File: src/rtl/rtr_route_filter_mvc.sv
// Registered multi-VC phased-DOR route filter with sticky/counted error logging.
// Error logging (counters, sticky flags, first-error snapshot) is built only when RTR_ROUTE_FILTER_LOG_EN is defined.
package rtr_route_filter_mvc_pkg;
    localparam int CONNECTIVITY_LINE       = 0;
    localparam int CONNECTIVITY_RING       = 1;
    localparam int CONNECTIVITY_FULL       = 2;
    localparam int ROUTING_TYPE_PHASED_DOR = 0;
    localparam int DIM_ORDER_ASCENDING     = 0;
    localparam int DIM_ORDER_DESCENDING    = 1;
    localparam int DIM_ORDER_BY_CLASS      = 2;
endpackage

module rtr_route_filter_mvc
    import rtr_route_filter_mvc_pkg::*;
#(
    parameter int num_message_classes   = 2,
    parameter int num_resource_classes  = 2,
    parameter int num_vcs_per_class     = 1,
    parameter int num_ports             = 5,
    parameter int num_neighbors_per_dim = 2,
    parameter int num_nodes_per_router  = 1,
    parameter int connectivity          = CONNECTIVITY_LINE,
    parameter int routing_type          = ROUTING_TYPE_PHASED_DOR,
    parameter int dim_order             = DIM_ORDER_ASCENDING,
    parameter int port_id               = 0,
    parameter bit drop_on_error         = 1'b0,
    parameter int err_count_width       = 8,
    parameter int vc_idx_width          =
        (num_message_classes * num_resource_classes * num_vcs_per_class > 1) ?
        $clog2(num_message_classes * num_resource_classes * num_vcs_per_class) : 1
) (
    input  logic                            clk,
    input  logic                            reset_n,
    input  logic                            route_valid,
    input  logic [vc_idx_width-1:0]         route_vc,
    input  logic [0:num_ports-1]            route_in_op,
    input  logic [0:num_resource_classes-1] route_in_orc,
    input  logic                            err_clear,
    output logic                            route_out_valid,
    output logic [vc_idx_width-1:0]         route_out_vc,
    output logic [0:num_ports-1]            route_out_op,
    output logic [0:num_resource_classes-1] route_out_orc,
    output logic [0:1]                      errors,
    output logic [0:1]                      err_sticky,
    output logic [err_count_width-1:0]      err_port_count,
    output logic [err_count_width-1:0]      err_class_count,
    output logic [vc_idx_width-1:0]         err_first_vc,
    output logic [0:num_ports-1]            err_first_op,
    output logic [0:num_resource_classes-1] err_first_orc
);

    localparam int num_net_ports = num_ports - num_nodes_per_router;
    localparam int nbr           = num_neighbors_per_dim;
    localparam bit port_is_net   = (port_id < num_net_ports);
    localparam bit dor_en        = (routing_type == ROUTING_TYPE_PHASED_DOR);

    logic [0:num_ports-1]            op_allow_s;
    logic [0:num_resource_classes-1] orc_allow_s;
    logic [0:num_ports-1]            op_masked_s;
    logic [0:num_resource_classes-1] orc_masked_s;
    logic                            last_s;
    logic                            forbid_lo_s;
    logic                            forbid_hi_s;
    logic                            port_err_s;
    logic                            class_err_s;
    logic                            out_valid_d;
    int                              rc_s;
    int                              mc_s;

    logic                            valid_q;
    logic [vc_idx_width-1:0]         vc_q;
    logic [0:num_ports-1]            op_q;
    logic [0:num_resource_classes-1] orc_q;
    logic [0:1]                      errors_q;

    // Decode the flit's classes from its VC and build the per-port and per-class allow masks
    always_comb begin
        rc_s        = (int'(route_vc) / num_vcs_per_class) % num_resource_classes;
        mc_s        = (int'(route_vc) / (num_resource_classes * num_vcs_per_class)) % num_message_classes;
        last_s      = (rc_s == num_resource_classes - 1);
        forbid_lo_s = 1'b0;
        forbid_hi_s = 1'b0;
        op_allow_s  = '1;
        orc_allow_s = '0;
        if (dim_order == DIM_ORDER_ASCENDING) begin
            forbid_lo_s = 1'b1;
        end else if (dim_order == DIM_ORDER_DESCENDING) begin
            forbid_hi_s = 1'b1;
        end else if (dim_order == DIM_ORDER_BY_CLASS) begin
            forbid_lo_s = ((mc_s % 2) == 0);
            forbid_hi_s = ((mc_s % 2) != 0);
        end else begin
            forbid_lo_s = 1'b0;
            forbid_hi_s = 1'b0;
        end
        for (int i = 0; i < num_ports; i++) begin
            if (i < num_net_ports) begin
                if (!last_s) begin
                    op_allow_s[i] = 1'b1;
                end else if ((connectivity != CONNECTIVITY_FULL) && (i == port_id)) begin
                    op_allow_s[i] = 1'b0;
                end else if ((connectivity == CONNECTIVITY_FULL) && ((i / nbr) == (port_id / nbr))) begin
                    op_allow_s[i] = 1'b0;
                end else if (dor_en && port_is_net && forbid_lo_s && ((i / nbr) < (port_id / nbr))) begin
                    op_allow_s[i] = 1'b0;
                end else if (dor_en && port_is_net && forbid_hi_s && ((i / nbr) > (port_id / nbr))) begin
                    op_allow_s[i] = 1'b0;
                end else begin
                    op_allow_s[i] = 1'b1;
                end
            end else begin
                op_allow_s[i] = (i != port_id);
            end
        end
        for (int j = 0; j < num_resource_classes; j++) begin
            orc_allow_s[j] = (j == rc_s) || (j == rc_s + 1);
        end
    end

    assign op_masked_s = route_in_op & op_allow_s;
    assign port_err_s  = route_valid & ((|(route_in_op & ~op_allow_s)) | ~(|route_in_op));

    // A single resource class always resolves to that class and can never be in error
    if (num_resource_classes == 1) begin : g_one_rc
        assign orc_masked_s = '1;
        assign class_err_s  = 1'b0;
    end else begin : g_multi_rc
        assign orc_masked_s = route_in_orc & orc_allow_s;
        assign class_err_s  = route_valid & ((|(route_in_orc & ~orc_allow_s)) | ~(|route_in_orc));
    end

    assign out_valid_d = route_valid & ~(drop_on_error & (port_err_s | class_err_s));

    // Output pipeline stage: route is zeroed whenever it is not presented as valid
    always_ff @(posedge clk or negedge reset_n) begin
        if (!reset_n) begin
            valid_q  <= 1'b0;
            vc_q     <= '0;
            op_q     <= '0;
            orc_q    <= '0;
            errors_q <= 2'b00;
        end else begin
            valid_q  <= out_valid_d;
            vc_q     <= route_vc;
            op_q     <= out_valid_d ? op_masked_s : '0;
            orc_q    <= out_valid_d ? orc_masked_s : '0;
            errors_q <= {port_err_s, class_err_s};
        end
    end

    assign route_out_valid = valid_q;
    assign route_out_vc    = vc_q;
    assign route_out_op    = op_q;
    assign route_out_orc   = orc_q;
    assign errors          = errors_q;

`ifdef RTR_ROUTE_FILTER_LOG_EN
    localparam logic [err_count_width-1:0] cnt_one = err_count_width'(1);

    logic [err_count_width-1:0]      port_cnt_q,  port_cnt_d;
    logic [err_count_width-1:0]      class_cnt_q, class_cnt_d;
    logic [0:1]                      sticky_q,    sticky_d;
    logic [vc_idx_width-1:0]         first_vc_q,  first_vc_d;
    logic [0:num_ports-1]            first_op_q,  first_op_d;
    logic [0:num_resource_classes-1] first_orc_q, first_orc_d;
    logic                            load_snap_s;

    function automatic logic [err_count_width-1:0] sat_inc(
        input logic [err_count_width-1:0] cnt,
        input logic                       inc
    );
        if (inc && (cnt != '1)) begin
            sat_inc = cnt + cnt_one;
        end else begin
            sat_inc = cnt;
        end
    endfunction

    // Clear takes effect first, then this cycle's errors are folded into the cleared state
    always_comb begin
        if (err_clear) begin
            port_cnt_d  = '0;
            class_cnt_d = '0;
            sticky_d    = 2'b00;
            first_vc_d  = '0;
            first_op_d  = '0;
            first_orc_d = '0;
        end else begin
            port_cnt_d  = port_cnt_q;
            class_cnt_d = class_cnt_q;
            sticky_d    = sticky_q;
            first_vc_d  = first_vc_q;
            first_op_d  = first_op_q;
            first_orc_d = first_orc_q;
        end
        load_snap_s = (sticky_d == 2'b00) && (port_err_s || class_err_s);
        if (load_snap_s) begin
            first_vc_d  = route_vc;
            first_op_d  = route_in_op;
            first_orc_d = route_in_orc;
        end else begin
            first_vc_d  = first_vc_d;
        end
        port_cnt_d  = sat_inc(port_cnt_d, port_err_s);
        class_cnt_d = sat_inc(class_cnt_d, class_err_s);
        sticky_d    = sticky_d | {port_err_s, class_err_s};
    end

    // Error log state
    always_ff @(posedge clk or negedge reset_n) begin
        if (!reset_n) begin
            port_cnt_q  <= '0;
            class_cnt_q <= '0;
            sticky_q    <= 2'b00;
            first_vc_q  <= '0;
            first_op_q  <= '0;
            first_orc_q <= '0;
        end else begin
            port_cnt_q  <= port_cnt_d;
            class_cnt_q <= class_cnt_d;
            sticky_q    <= sticky_d;
            first_vc_q  <= first_vc_d;
            first_op_q  <= first_op_d;
            first_orc_q <= first_orc_d;
        end
    end

    assign err_sticky      = sticky_q;
    assign err_port_count  = port_cnt_q;
    assign err_class_count = class_cnt_q;
    assign err_first_vc    = first_vc_q;
    assign err_first_op    = first_op_q;
    assign err_first_orc   = first_orc_q;
`else
    logic unused_err_clear_s;

    assign unused_err_clear_s = err_clear;
    assign err_sticky         = 2'b00;
    assign err_port_count     = '0;
    assign err_class_count    = '0;
    assign err_first_vc       = '0;
    assign err_first_op       = '0;
    assign err_first_orc      = '0;
`endif

endmodule

File: config.mk
export PLATFORM = sky130hd
export DESIGN_NAME = rtr_route_filter_mvc
export DESIGN_NICKNAME = d
export VERILOG_FILES = /design/src/rtl/rtr_route_filter_mvc.sv
export SDC_FILE = /design/constraint.sdc
export NUM_CORES = 1
export LEC_CHECK = 0
export CORE_MARGIN = 2
export CORE_UTILIZATION = 27
export CTS_CLUSTER_SIZE = 30
export DETAILED_ROUTE_END_ITERATION = 16
export GPL_ROUTABILITY_DRIVEN = 0
export PLACE_DENSITY = 0.73
export SYNTH_ARGS = -nofsm -noshare
export SYNTH_HDL_FRONTEND = slang
export SYNTH_SLANG_ARGS = --single-unit
File: constraint.sdc
create_clock -name clk -period 0.8 [get_ports clk]
set_clock_uncertainty 0.2 [all_clocks]
set_input_delay 0.16 -clock clk [delete_from_list [all_inputs] [get_ports clk]]
set_output_delay 0.16 -clock clk [all_outputs]
set_load 0.005 [all_outputs]
==> results.md <==
* Initial Utilization at 0.278
* Via count at 372
* Clock root buffer: clkbuf_4
* Worst Path Max Fanout at 1
* Synth Area per Inst at 11.3 um^2
* Inst Count DP at 105
* Synthesized flop and latch total at 12
* Final hold slack at -0.00288 ns
* Setup WS pre-CTS at -0.516 ns
* Crit share post-route at 1.39
* Final core occ at 0.341
* DPL Wire Length at 743 um
* Antenna violations before repair at 0
* Final max-slew violation count at 0
* Remaining DRCs at 0
* Total GRT Usage at 0.0694
* Final Power at 1.15 mW
* CTS buffer count at 3
* Setup WS post-layout at -0.309 ns
* Cell Area, Synth at 597 um^2
* TritonCTS clock tree: built
* Outcome: finished with violations
* Layout cells sized above 1 at 0.250
* Final Non-Filler Cells at 108
* Failing checks: hold timing, setup timing
* YS warnings at 0
* Commonest non-fill, non-tap cell in the layout: conb_1
* Cell Chain, Critical Path: buf_2
* Fmax at 0.902 GHz
* Number of core rows at 17
* Worst path buffer plus inverter count at 1
* Dpl cell area at 778 um^2
* Startpoint Class: flop
* Peak VDD IR at 0.000512 V
* Yosys cell types at 12
* DRT iter0 DRCs at 0
* Avg WL per Cell at 8.28 um
* Final ANT Viol Nets at 0
* I/O pins at 52
* Largest net degree at the start of global routing at 11
* Drt pass-1 iters at 1
* Max-Cap Viols at 0
* Number of fill cells at 228
* H-tree depth at 1
* Post-Synthesis Cells at 53
* Setup violators final at 12
* Final wirelength at 894 um
* Cell area after layout at 733 um^2
* Clock Tree Buf Depth at 2
* PwrDens at 1560 mW/mm^2
* Period minus WS final at 1.11 ns
* Core Area at 0.00215 mm^2
* Clock transition at path regs at 0.06 ns
* Ant. Diodes at 0
* CP Class: flop to primary output
* Crit-path max cell delay at 0.36 ns
* Global-route wire length before repair at 1200 um
* CP required at 0.44 ns
* Worst EP arrival at 0.75 ns
* Vias in the first global route at 284
* Die Span X at 51.0 um
* Sequential share of the synthesized area at 0.503
* Slowest cell on crit path: dfrtp_1
* Count of input and output buffers at 23
* Die Area at 0.00260 mm^2
* Tightest Hold Check Type: input port to async pin
* CTS Sinks at 12
* CP Capture Type: primary output
* Commonest non-fill, non-tap cells in the layout: 27 x conb_1, 12 x dfrtp_1, 12 x buf_2
* Grt ovf at 0
* Die Y-Extent at 51.0 um
* Unrepaired setup endpoints after global routing: yes
* Post-layout nets at 95
* Leakage at 0.423 nW
* Dominant delay contributor by cell family on the critical path: flip-flops
* Fin. Hold Viols at 12
* Vias per cell at 3.44
* Register Area at 300 um^2
* Area taken by multi-input logic gates at 198 um^2
* Area delta synth->final at 22.9%
[sequential cells by signal, summed over array words and instances (netlist names)]
name,flops
route_out_valid,1
route_out_orc,2
errors,2
route_out_op,5
route_out_vc,2
[layout make-up]
cell class | count | share of cell area
clock buffer | 3 | 0.0307
timing repair buffer | 25 | 0.242
sequential | 12 | 0.410
tap | 28 | 0.0478
multi-input combinational | 40 | 0.270
[per-stage QoR]
| stage | setup TNS [ns] | hold slack (ns) |
|---|---|---|
| detailed placement | -9.03 | 0.272 |
| global placement | -8.58 | 0.272 |
| global route | -4.07 | 0.00633 |
| CTS | -3.73 | -0.00881 |
| finish | -3.60 | -0.00288 |
| floorplan | -0.00716 | -0.336 |
[what timing repair did]
item / 4_1_cts / 5_1_grt
gates resized for setup: 61 / 0
endpoints found under the hold margin: 12 / 0
setup buffers: 0 / 0
pin swaps: 3 / 1
setup endpoints to repair: 22 / 13
[logic make-up after synthesis]
kind of cell / Yosys count / share of synthesized area
compound gates: 2 / 0.0294
simple gates: 11 / 0.122
buf+inv: 27 / 0.340
other cells: 1 / 0.00628
flops: 12 / 0.503
[per-layer routing]
metal	wire length, um	GRT usage
met5	0	0
met4	37	0.0811
met3	214	0.0351
met2	377	0.106
met1	265	0.0606
[where the power goes]
group | internal (mW) | switching (mW)
registers | 0.636 | 0.00550
clock network | 0.174 | 0.169
logic | 0.0760 | 0.0853
[cells in the mapped netlist]
cell,count,area [um^2]
and2_1,4,25.0
buf_4,27,203
o211a_1,1,10.0
and2_2,1,7.51
dfrtp_1,12,300
or2_1,1,6.26
nor4_1,1,6.26
nand2b_1,1,6.26
and3b_1,2,17.5
a21boi_0,1,7.51
nand2_1,1,3.75
conb_1,1,3.75
[path summary, 6_finish.rpt]
kind	from	end	depth (start not counted)
max in group asynchronous	reset_n	route_out_op[3]	2
min in group clk	route_vc[0]	route_out_vc[0]	1
worst max-delay path	errors[1]	errors[1]	1
worst min-delay path	reset_n	route_out_vc[0]	2
No activity file was read; power rests on OpenSTA's default activity.
